## src/rtl/multicore_launcher_pkg.sv

```systemverilog
// -----------------------------------------------------------------------------
// details : shared types for the multicore launcher.
//   launch_state_t : sequencer states (IDLE, WAIT_READY, LAUNCH, RUN, FINISH)
//   mem_owner_t    : data/instruction memory owner (HOST = 0, CORES = 1)
// -----------------------------------------------------------------------------
package details;

   typedef enum logic [2:0] {
      IDLE       = 3'd0,
      WAIT_READY = 3'd1,
      LAUNCH     = 3'd2,
      RUN        = 3'd3,
      FINISH     = 3'd4
   } launch_state_t;

   typedef enum logic {
      HOST  = 1'b0,
      CORES = 1'b1
   } mem_owner_t;

endpackage

```

## src/rtl/multicore_launcher_sat_counter.sv

```systemverilog
// -----------------------------------------------------------------------------
// sat_counter : saturating up-counter with a sticky overflow flag.
//   clk, rst : clock, asynchronous active-high reset
//   clear    : zero the count and the overflow flag (wins over enable)
//   enable   : count one step this cycle
//   count    : current count, holds at all-ones
//   ovf      : set when an increment is requested at all-ones, sticky until clear
// -----------------------------------------------------------------------------
module sat_counter #(
   parameter int WIDTH = 24
) (
   input  logic             clk,
   input  logic             rst,
   input  logic             clear,
   input  logic             enable,
   output logic [WIDTH-1:0] count,
   output logic             ovf
);

   logic [WIDTH-1:0] r_count;
   logic             r_ovf;
   logic             w_at_max;

   assign w_at_max = &r_count;

   always_ff @(posedge clk or posedge rst) begin
      if (rst) begin
         r_count <= '0;
         r_ovf   <= 1'b0;
      end else if (clear) begin
         r_count <= '0;
         r_ovf   <= 1'b0;
      end else if (enable) begin
         // The increment that would wrap is the one that flags overflow.
         if (w_at_max) begin
            r_ovf <= 1'b1;
         end else begin
            r_count <= r_count + WIDTH'(1);
         end
      end
   end

   assign count = r_count;
   assign ovf   = r_ovf;

endmodule

```

## src/rtl/multicore_launcher.sv

```systemverilog
// -----------------------------------------------------------------------------
// multicore_launcher : starts all enabled processor cores in lock-step once
// they are ready, collects their done indications, measures the run length
// and hands memory ownership between the host loader and the cores.
//   clk, rst    : clock, asynchronous active-high reset
//   start_req   : host run request (level, held until finished)
//   core_mask   : enabled cores, latched on IDLE -> WAIT_READY
//   core_ready  : per-core ready
//   core_done   : per-core done (level or pulse)
//   core_start  : per-core start, one-cycle pulse in LAUNCH, masked
//   mem_sel     : HOST / CORES memory ownership
//   busy        : high outside IDLE and FINISH
//   finished    : high throughout FINISH
//   cycle_count : RUN cycles of the current/last run
//   count_ovf   : counter saturated during the current/last run
// All outputs decode from registered state only.
// -----------------------------------------------------------------------------
module multicore_launcher
   import details::*;
#(
   parameter int CORE_COUNT  = 4,
   parameter int CYCLE_WIDTH = 24
) (
   input  logic                   clk,
   input  logic                   rst,
   input  logic                   start_req,
   input  logic [CORE_COUNT-1:0]  core_mask,
   input  logic [CORE_COUNT-1:0]  core_ready,
   input  logic [CORE_COUNT-1:0]  core_done,
   output logic [CORE_COUNT-1:0]  core_start,
   output mem_owner_t             mem_sel,
   output logic                   busy,
   output logic                   finished,
   output logic [CYCLE_WIDTH-1:0] cycle_count,
   output logic                   count_ovf
);

   launch_state_t          r_state;
   launch_state_t          w_state_next;
   logic [CORE_COUNT-1:0]  r_mask;
   logic [CORE_COUNT-1:0]  r_done_seen;
   logic                   r_blank;      // high during the first RUN cycle
   logic [CORE_COUNT-1:0]  w_done_now;
   logic                   w_done_all;
   logic                   w_latch;

   assign w_done_now = core_done & r_mask;
   assign w_done_all = ((r_done_seen | w_done_now) == r_mask);

   // Next-state and output decode.
   always_comb begin
      w_state_next = r_state;
      w_latch      = 1'b0;
      core_start   = '0;
      mem_sel      = HOST;
      busy         = 1'b0;
      finished     = 1'b0;
      case (r_state)
         IDLE: begin
            if (start_req) begin
               w_latch      = 1'b1;
               w_state_next = WAIT_READY;
            end
         end
         WAIT_READY: begin
            mem_sel = CORES;
            busy    = 1'b1;
            if ((core_ready & r_mask) == r_mask) begin
               w_state_next = LAUNCH;
            end
         end
         LAUNCH: begin
            mem_sel      = CORES;
            busy         = 1'b1;
            core_start   = r_mask;
            w_state_next = RUN;
         end
         RUN: begin
            mem_sel = CORES;
            busy    = 1'b1;
            // Blank cycle ignores done so a stale level from the last run is
            // not mistaken for completion.
            if (!r_blank && w_done_all) begin
               w_state_next = FINISH;
            end
         end
         FINISH: begin
            finished = 1'b1;
            if (!start_req) begin
               w_state_next = IDLE;
            end
         end
         default: begin
            w_state_next = IDLE;
         end
      endcase
   end

   always_ff @(posedge clk or posedge rst) begin
      if (rst) begin
         r_state <= IDLE;
         r_mask  <= '0;
         r_blank <= 1'b0;
      end else begin
         r_state <= w_state_next;
         r_blank <= (r_state == LAUNCH);
         if (w_latch) begin
            r_mask <= core_mask;
         end
      end
   end

   // Per-core done capture: cleared in LAUNCH, accumulated after the blank.
   generate
      for (genvar gi = 0; gi < CORE_COUNT; gi++) begin : g_done
         always_ff @(posedge clk or posedge rst) begin
            if (rst) begin
               r_done_seen[gi] <= 1'b0;
            end else if (r_state == LAUNCH) begin
               r_done_seen[gi] <= 1'b0;
            end else if ((r_state == RUN) && !r_blank && w_done_now[gi]) begin
               r_done_seen[gi] <= 1'b1;
            end
         end
      end
   endgenerate

   sat_counter #(
      .WIDTH (CYCLE_WIDTH)
   ) u_cycles (
      .clk    (clk),
      .rst    (rst),
      .clear  (w_latch),
      .enable (r_state == RUN),
      .count  (cycle_count),
      .ovf    (count_ovf)
   );

endmodule

```

## config.mk

```make
export PLATFORM = sky130hd
export DESIGN_NAME = multicore_launcher
export DESIGN_NICKNAME = d
export VERILOG_FILES = /design/src/rtl/multicore_launcher_pkg.sv /design/src/rtl/multicore_launcher_sat_counter.sv /design/src/rtl/multicore_launcher.sv
export SDC_FILE = /design/constraint.sdc
export NUM_CORES = 1
export LEC_CHECK = 0
export ABC_AREA = 1
export BUFFER_PORTS_ARGS = -buffer_cell sky130_fd_sc_hd__buf_2
export CAP_MARGIN = 20
export CORE_MARGIN = 5
export CORE_UTILIZATION = 50
export DETAILED_ROUTE_END_ITERATION = 10
export PLACE_DENSITY = 0.87
export SYNTH_ARGS = -nofsm -noshare
export SYNTH_HDL_FRONTEND = slang
export SYNTH_HIERARCHICAL = 1
export SYNTH_SLANG_ARGS = --single-unit
```

## constraint.sdc

```tcl
create_clock -name clk -period 1.5 [get_ports clk]
set_clock_uncertainty 0.05 [all_clocks]
set_input_delay 0.3 -clock clk [delete_from_list [all_inputs] [get_ports clk]]
set_output_delay 0.3 -clock clk [all_outputs]
set_load 0.01 [all_outputs]
```

==> results of run 1 <==
## placed cells by master, fill, tap and decap left out, types with 7 or more instances in the layout
master / Yosys / layout
nand2_1: 106 / 101
inv_1: 44 / 41
dfrtp_1: 37 / 35
o21ai_1: 12 / 12
o21ai_0: 11 / 9
nand3_1: 32 / 31
buf_2: 1 / 43
inv_2: 5 / 7
buf_6: 2 / 9
nor2_1: 36 / 29
nor2_2: 7 / 10
nor2_4: 3 / 7
buf_4: 1 / 46
## report_power, final
part	total, uW	internal, uW	switching, uW
Combinational	2850	1170	1680
Clock	715	365	350
Sequential	1430	1230	205
## worst paths after layout
| kind | slack [ns] | cells past startpoint | from | endpoint |
|---|---|---|---|---|
| max | -0.16 | 5 | r_state[2] | core_start[2] |
| min in group asynchronous | 0.52 | 3 | rst | r_state[2] |
| max reg2reg | -0.12 | 10 | u_cycles/count[1] | u_cycles/count[17] |
| min | 0.17 | 3 | core_mask[1] | r_mask[1] |
| max in group asynchronous | 0.53 | 3 | rst | r_state[1] |
| min reg2reg | 0.44 | 1 | u_cycles/ovf | u_cycles/ovf |
## state kept, by name, indices dropped and copies added, names as in the netlist
| name | flops |
|---|---|
| r_state | 3 |
| r_mask | 4 |
| u_cycles/count | 24 |
| u_cycles/ovf | 1 |
| r_blank | 1 |
| r_done_seen | 4 |
## worst max-delay path: cells and delay by family (launching register included)
kind	cells	cell delay (ns)
DFF	1	0.43
and+or+nand+nor	3	0.32
buffers and inverters	2	0.27
## routing by layer
layer  vias to the layer above  part of all wire [%]
met4                         0                   3.1
met3                        33                   8.3
met5                         -                     0
met2                       174                    49
li1                       1313                     -
met1                      1353                    40
## layout make-up
cell class                      count  area [um2]  area share (%)
Clock buffer                        7        86.3            2.56
Inverter                           49         186            5.52
Multi-Input combinational cell    257        1380            40.9
Sequential cell                    37         928            27.5
Tap cell                           67        83.8            2.48
Timing Repair Buffer              101         712            21.1
## logic make-up after synthesis
family / count (synthesis) / share of synthesized area (%)
flip-flops: 37 / 38.1
adder cells (fa/ha/maj): 1 / 0.514
AND/OR/NAND/NOR: 206 / 38.5
buffers and inverters: 55 / 9.77
XOR/XNOR: 6 / 2.16
AO/OA/AOI/OAI: 44 / 11.0
## per-stage QoR
| stage | worst slack (ns) | total power (uW) | TNS (ns) |
|---|---|---|---|
| 4_1_cts | -0.101 | 4540 | -1.91 |
| 5_1_grt | -0.212 | 5270 | -5.29 |
| 6_report | -0.155 | 5000 | -2.96 |
| 3_5_place_dp | -0.0695 | 3730 | -0.764 |
| 3_3_place_gp | -0.00676 | 3600 | -0.00676 |
| 2_1_floorplan | -0.123 | 2870 | -2.63 |
## what timing repair did
action                                  in CTS  in global routing
pin swaps                                    1                  4
endpoints found under the setup margin      32                 32
hold endpoints to repair                    12                  0
buffers inserted                             2                  6
gates resized for setup                      5                 37
hold buffers                                 1                  0
==> flow_metrics.tcl, run 1 <==
set metrics [dict create \
    status "complete, but fails checks" \
    violations "negative setup slack" \
    max_cap_viol_count 0 \
    slowest_stage "dfrtp_1" \
    finalWirelength_mm 7.80 \
    crit_chain "nor2_2 > buf_6 > nand2_8 > nor2_2 > buf_2" \
    ir_drop_uv 978 \
    antennaDiodeCount 0 \
    cp_max_fo 6 \
    critPathLaunchType "register" \
    die_w_um 79.7 \
    grt_pass1_wl_mm 12.5 \
    fillCellCount 327 \
    place_inst 502 \
    fin_crit_sh_pct 110 \
    vias 2873 \
    drv_slew 0 \
    setup_ws_ns -0.155 \
    synth_area_um2 2430 \
    cts_tree "yes" \
    yosys_most_used_dff "dfrtp_1" \
    fin_hold_ws_ns 0.171 \
    synth.most_common_cell "nand2_1" \
    die_y_um 79.7 \
    place.port_buffers 46 \
    grt_max_degree 26 \
    dr.pass1.iters 5 \
    routedWlPerCell_um 15.1 \
    use_met3_pct 4.18 \
    drc 0 \
    avgViaCountPerCell 5.55 \
    grt_pass1_vias 2807 \
    min_period_ns 1.66 \
    clock.fmax_mhz 604 \
    synth_edf_count 0 \
    clockBufferDepth 2 \
    synth_top_area_share_pct 38.1 \
    synthCells 349 \
    clock_sinks 37 \
    postLayoutCellArea_um2 3380 \
    drt_iter0_markers 288 \
    overflow 0 \
    cellLeakagePower_uw 0.00172 \
    yosysTopAreaCell "dfrtp_1" \
    worst_path_most_repeated_cell "nor2_2" \
    crit_required_ns 1.15 \
    relSlewSlack_pct 67.9 \
    ys_warn_count 6 \
    place_congestion 0.919 \
    pwr_density_cell_nw_per_um2 1480 \
    crit_arrival_ns 1.31 \
    ys_types 35 \
    grt_use_met2_pct 41.0 \
    antenna_found_initial 0 \
    synth_seq_cells 37 \
    io_pins 47 \
    detail-route-antenna-nets 0 \
    cts-buffers-inserted 5 \
    synth_common_cells "nand2_1 (106), inv_1 (44), dfrtp_1 (37), nor2_1 (36), nand3_1 (32)" \
    cpPeakStageDelay_ns 0.43 \
    syn_to_final_growth_pct 38.8 \
    start_util_pct 51.5 \
    fin_cells 518 \
    hold_violations 0 \
    setup_viol 29 \
    clkTransAtPathRegs_ns 0.08 \
    end_kind "primary output" \
    h-tree-depth 2 \
    num_rows 25 \
    core_area_um2 4720 \
    worst_slew_pin_slew_ns 0.481 \
    synth_nets 365 \
    drive_gt1_share_pct 35.7 \
    final_util_pct 71.5 \
    cts_root_buffer "clkbuf_8" \
    syn_area_per_cell_um2 6.97 \
    async_reset_ff_share_pct 100 \
    design.die.area_um2 6360 \
    top_usage_layer "met2" \
    hpwl_mm 5.51 \
    rsz0062_at_grt "yes" \
    grt_usage_pct 24.8 \
    ys_top_cells_by_area "dfrtp_1 (38%), nand2_1 (16%), inv_1 (6.8%), nand3_1 (6.6%), nor2_1 (5.6%)" \
    hp-class "in2reg" \
    path_class "reg2out" \
    ys_seq_area_share_pct 38.1 \
    met1_usage_pct 31.2 \
    final_nets 467 \
    insertion_delay_ns 0.29 \
    dpl-instance-area_um2 3070 \
]
Power figures use the tool's default switching activity.
==> run 2: changes to the inputs <==
- SETUP_SLACK_MARGIN: default -> 0.05
==> run 2 against run 1 <==
Effect of this change: the run still ends with negative setup slack left; non-clock buffer count unchanged; fmax down 11%; register-to-register slack worse by 0.23 ns; design area up 5.0%; sequential power rose by 3%; worst setup slack got worse by 0.20 ns; flip-flop and latch count did not move; die area stayed put; sequential share of layout area is 1.3 points lower; via count up 9.7%; critical path type is now reg2reg; critical endpoint is now u_cycles/count[6].
==> flow_metrics.tcl, run 2 (synthesis gave the netlist of run 1 again) <==
set metrics [dict create \
    clock_sinks 37 \
    h-tree-depth 2 \
    drv_slew 0 \
    hpwl_mm 5.24 \
    antennaDiodeCount 0 \
    relSlewSlack_pct 62.5 \
    status "complete, but fails checks" \
    worstReg2RegStart "u_cycles/count[17]" \
    drt_iter0_markers 564 \
    place_congestion 0.935 \
    clkTransAtPathRegs_ns 0.08 \
    violations "negative setup slack" \
    tns_ns -7.57 \
    insertion_delay_ns 0.29 \
    io_pins 47 \
    fin_crit_sh_pct 124 \
    layout_commonest_cell "nand2_1" \
    mostFrequentLayoutCells "nand2_1 (87), buf_4 (45), inv_1 (41), buf_2 (41), dfrtp_1 (35)" \
    end_kind "register" \
    die_y_um 79.7 \
    path_class "reg2reg" \
    cellLeakagePower_uw 0.00181 \
    clock.fmax_mhz 540 \
    num_rows 25 \
    hp-class "in2reg" \
    power_uw 5550 \
    avgViaCountPerCell 6.07 \
    dpl_worst_slack_ns -0.114 \
    grt_pass1_wl_mm 13.4 \
    startpoint "u_cycles/count[17]" \
    largest_reg_flops 24 \
    setup_viol 33 \
    drc 0 \
    routedWlPerCell_um 18.3 \
    postLayoutCellArea_um2 3550 \
    cts_tree "yes" \
    fillCellCount 283 \
    finalWirelength_mm 9.48 \
    die_w_um 79.7 \
    hold_violations 0 \
    max_cap_viol_count 0 \
    clockBufferDepth 2 \
    rsz0062_at_grt "yes" \
    final_nets 467 \
    grt_usage_pct 26.9 \
    setup_ws_ns -0.353 \
    cp_max_fo 4 \
    cts-buffers-inserted 5 \
    antenna_found_initial 0 \
    critPathLaunchType "register" \
    start_util_pct 51.5 \
    dpl-instance-area_um2 3040 \
    ir_drop_uv 764 \
    vias 3151 \
    pwr_density_cell_nw_per_um2 1570 \
    cts_root_buffer "clkbuf_8" \
    grt_pass1_vias 2850 \
    final_util_pct 75.1 \
    worst_slew_pin_slew_ns 0.561 \
    reg2reg_slack_ns -0.35 \
    r2r_cells 7 \
    grt_max_degree 26 \
    design.die.area_um2 6360 \
    r2r-end "u_cycles/count[6]" \
    crit_required_ns 1.63 \
    syn_to_final_growth_pct 45.8 \
    min_period_ns 1.85 \
    crit_arrival_ns 1.99 \
    crit_end "u_cycles/count[6]" \
    dr.pass1.iters 7 \
    overflow 0 \
    core_area_um2 4720 \
    drive_gt1_share_pct 40.5 \
    detail-route-antenna-nets 0 \
    place.port_buffers 46 \
]
-- run 2: cell types whose count changed in the layout (fill, tap and decap cells not counted), moves of 2 or more --
cell     delta
nor2_4      +2
buf_2       -2
nor2_2      -3
o21ai_1     -7
nand2_1    -14
o21ai_2     +8
nand2_2     +9
nand2_4     +4
-- run 2: per-layer routing --
metal  wire length (um)  track usage, %
met1               3450            34.2
met2               4220            44.0
met3               1090            5.64
met4                721            12.3
met5                  0               0
-- run 2: critical path, cell delays in order (launching register included) --
cell     delay (ns)
dfrtp_1        0.37
nand4_1        0.17
nor2_1         0.48
nand3_2        0.25
nand2_2        0.18
inv_2          0.09
nand2_1        0.09
o21ai_2        0.05
-- run 2: area by class of cell --
class,instances,area (um2),area share (%)
multi-input combinational,257,1490,42.0
sequential,37,928,26.2
clock inverter,1,5.00,0.141
timing repair buffer,101,758,21.4
tap,67,83.8,2.36
inverter,49,184,5.19
clock buffer,7,96.3,2.72
-- run 2: worst min-delay path by stage --
stage                             from  depth (start not counted)  slack [ns]          to
after global routing      core_mask[2]                          3        0.18   r_mask[2]
final                     core_mask[1]                          3        0.17   r_mask[1]
after floorplan                    rst                          1        0.11     r_blank
after CTS                 core_mask[2]                          3        0.17   r_mask[2]
after detailed placement           rst                          2        0.29  r_state[2]
after global placement             rst                          2        0.30  r_state[2]
-- run 2: what timing repair did --
action	CTS	global route
endpoints found under the hold margin	12	0
gates cloned	1	1
gates resized for setup	31	41
hold buffers	1	0
pin swaps	8	13
buffers inserted	10	0
endpoints found under the setup margin	32	35
-- run 2: per-stage QoR --
step,cells,hold WS (ns)
detailed placement,498,0.294
global route,519,0.185
global placement,498,0.295
finish,519,0.174
floorplan,349,0.115
CTS,518,0.165
-- run 2: power by group --
group | switching, uW | internal [uW] | leakage [uW]
Clock | 379 | 416 | 0.0000542
Sequential | 245 | 1230 | 0.000495
Combinational | 1920 | 1360 | 0.00126
Total | 2550 | 3000 | 0.00181
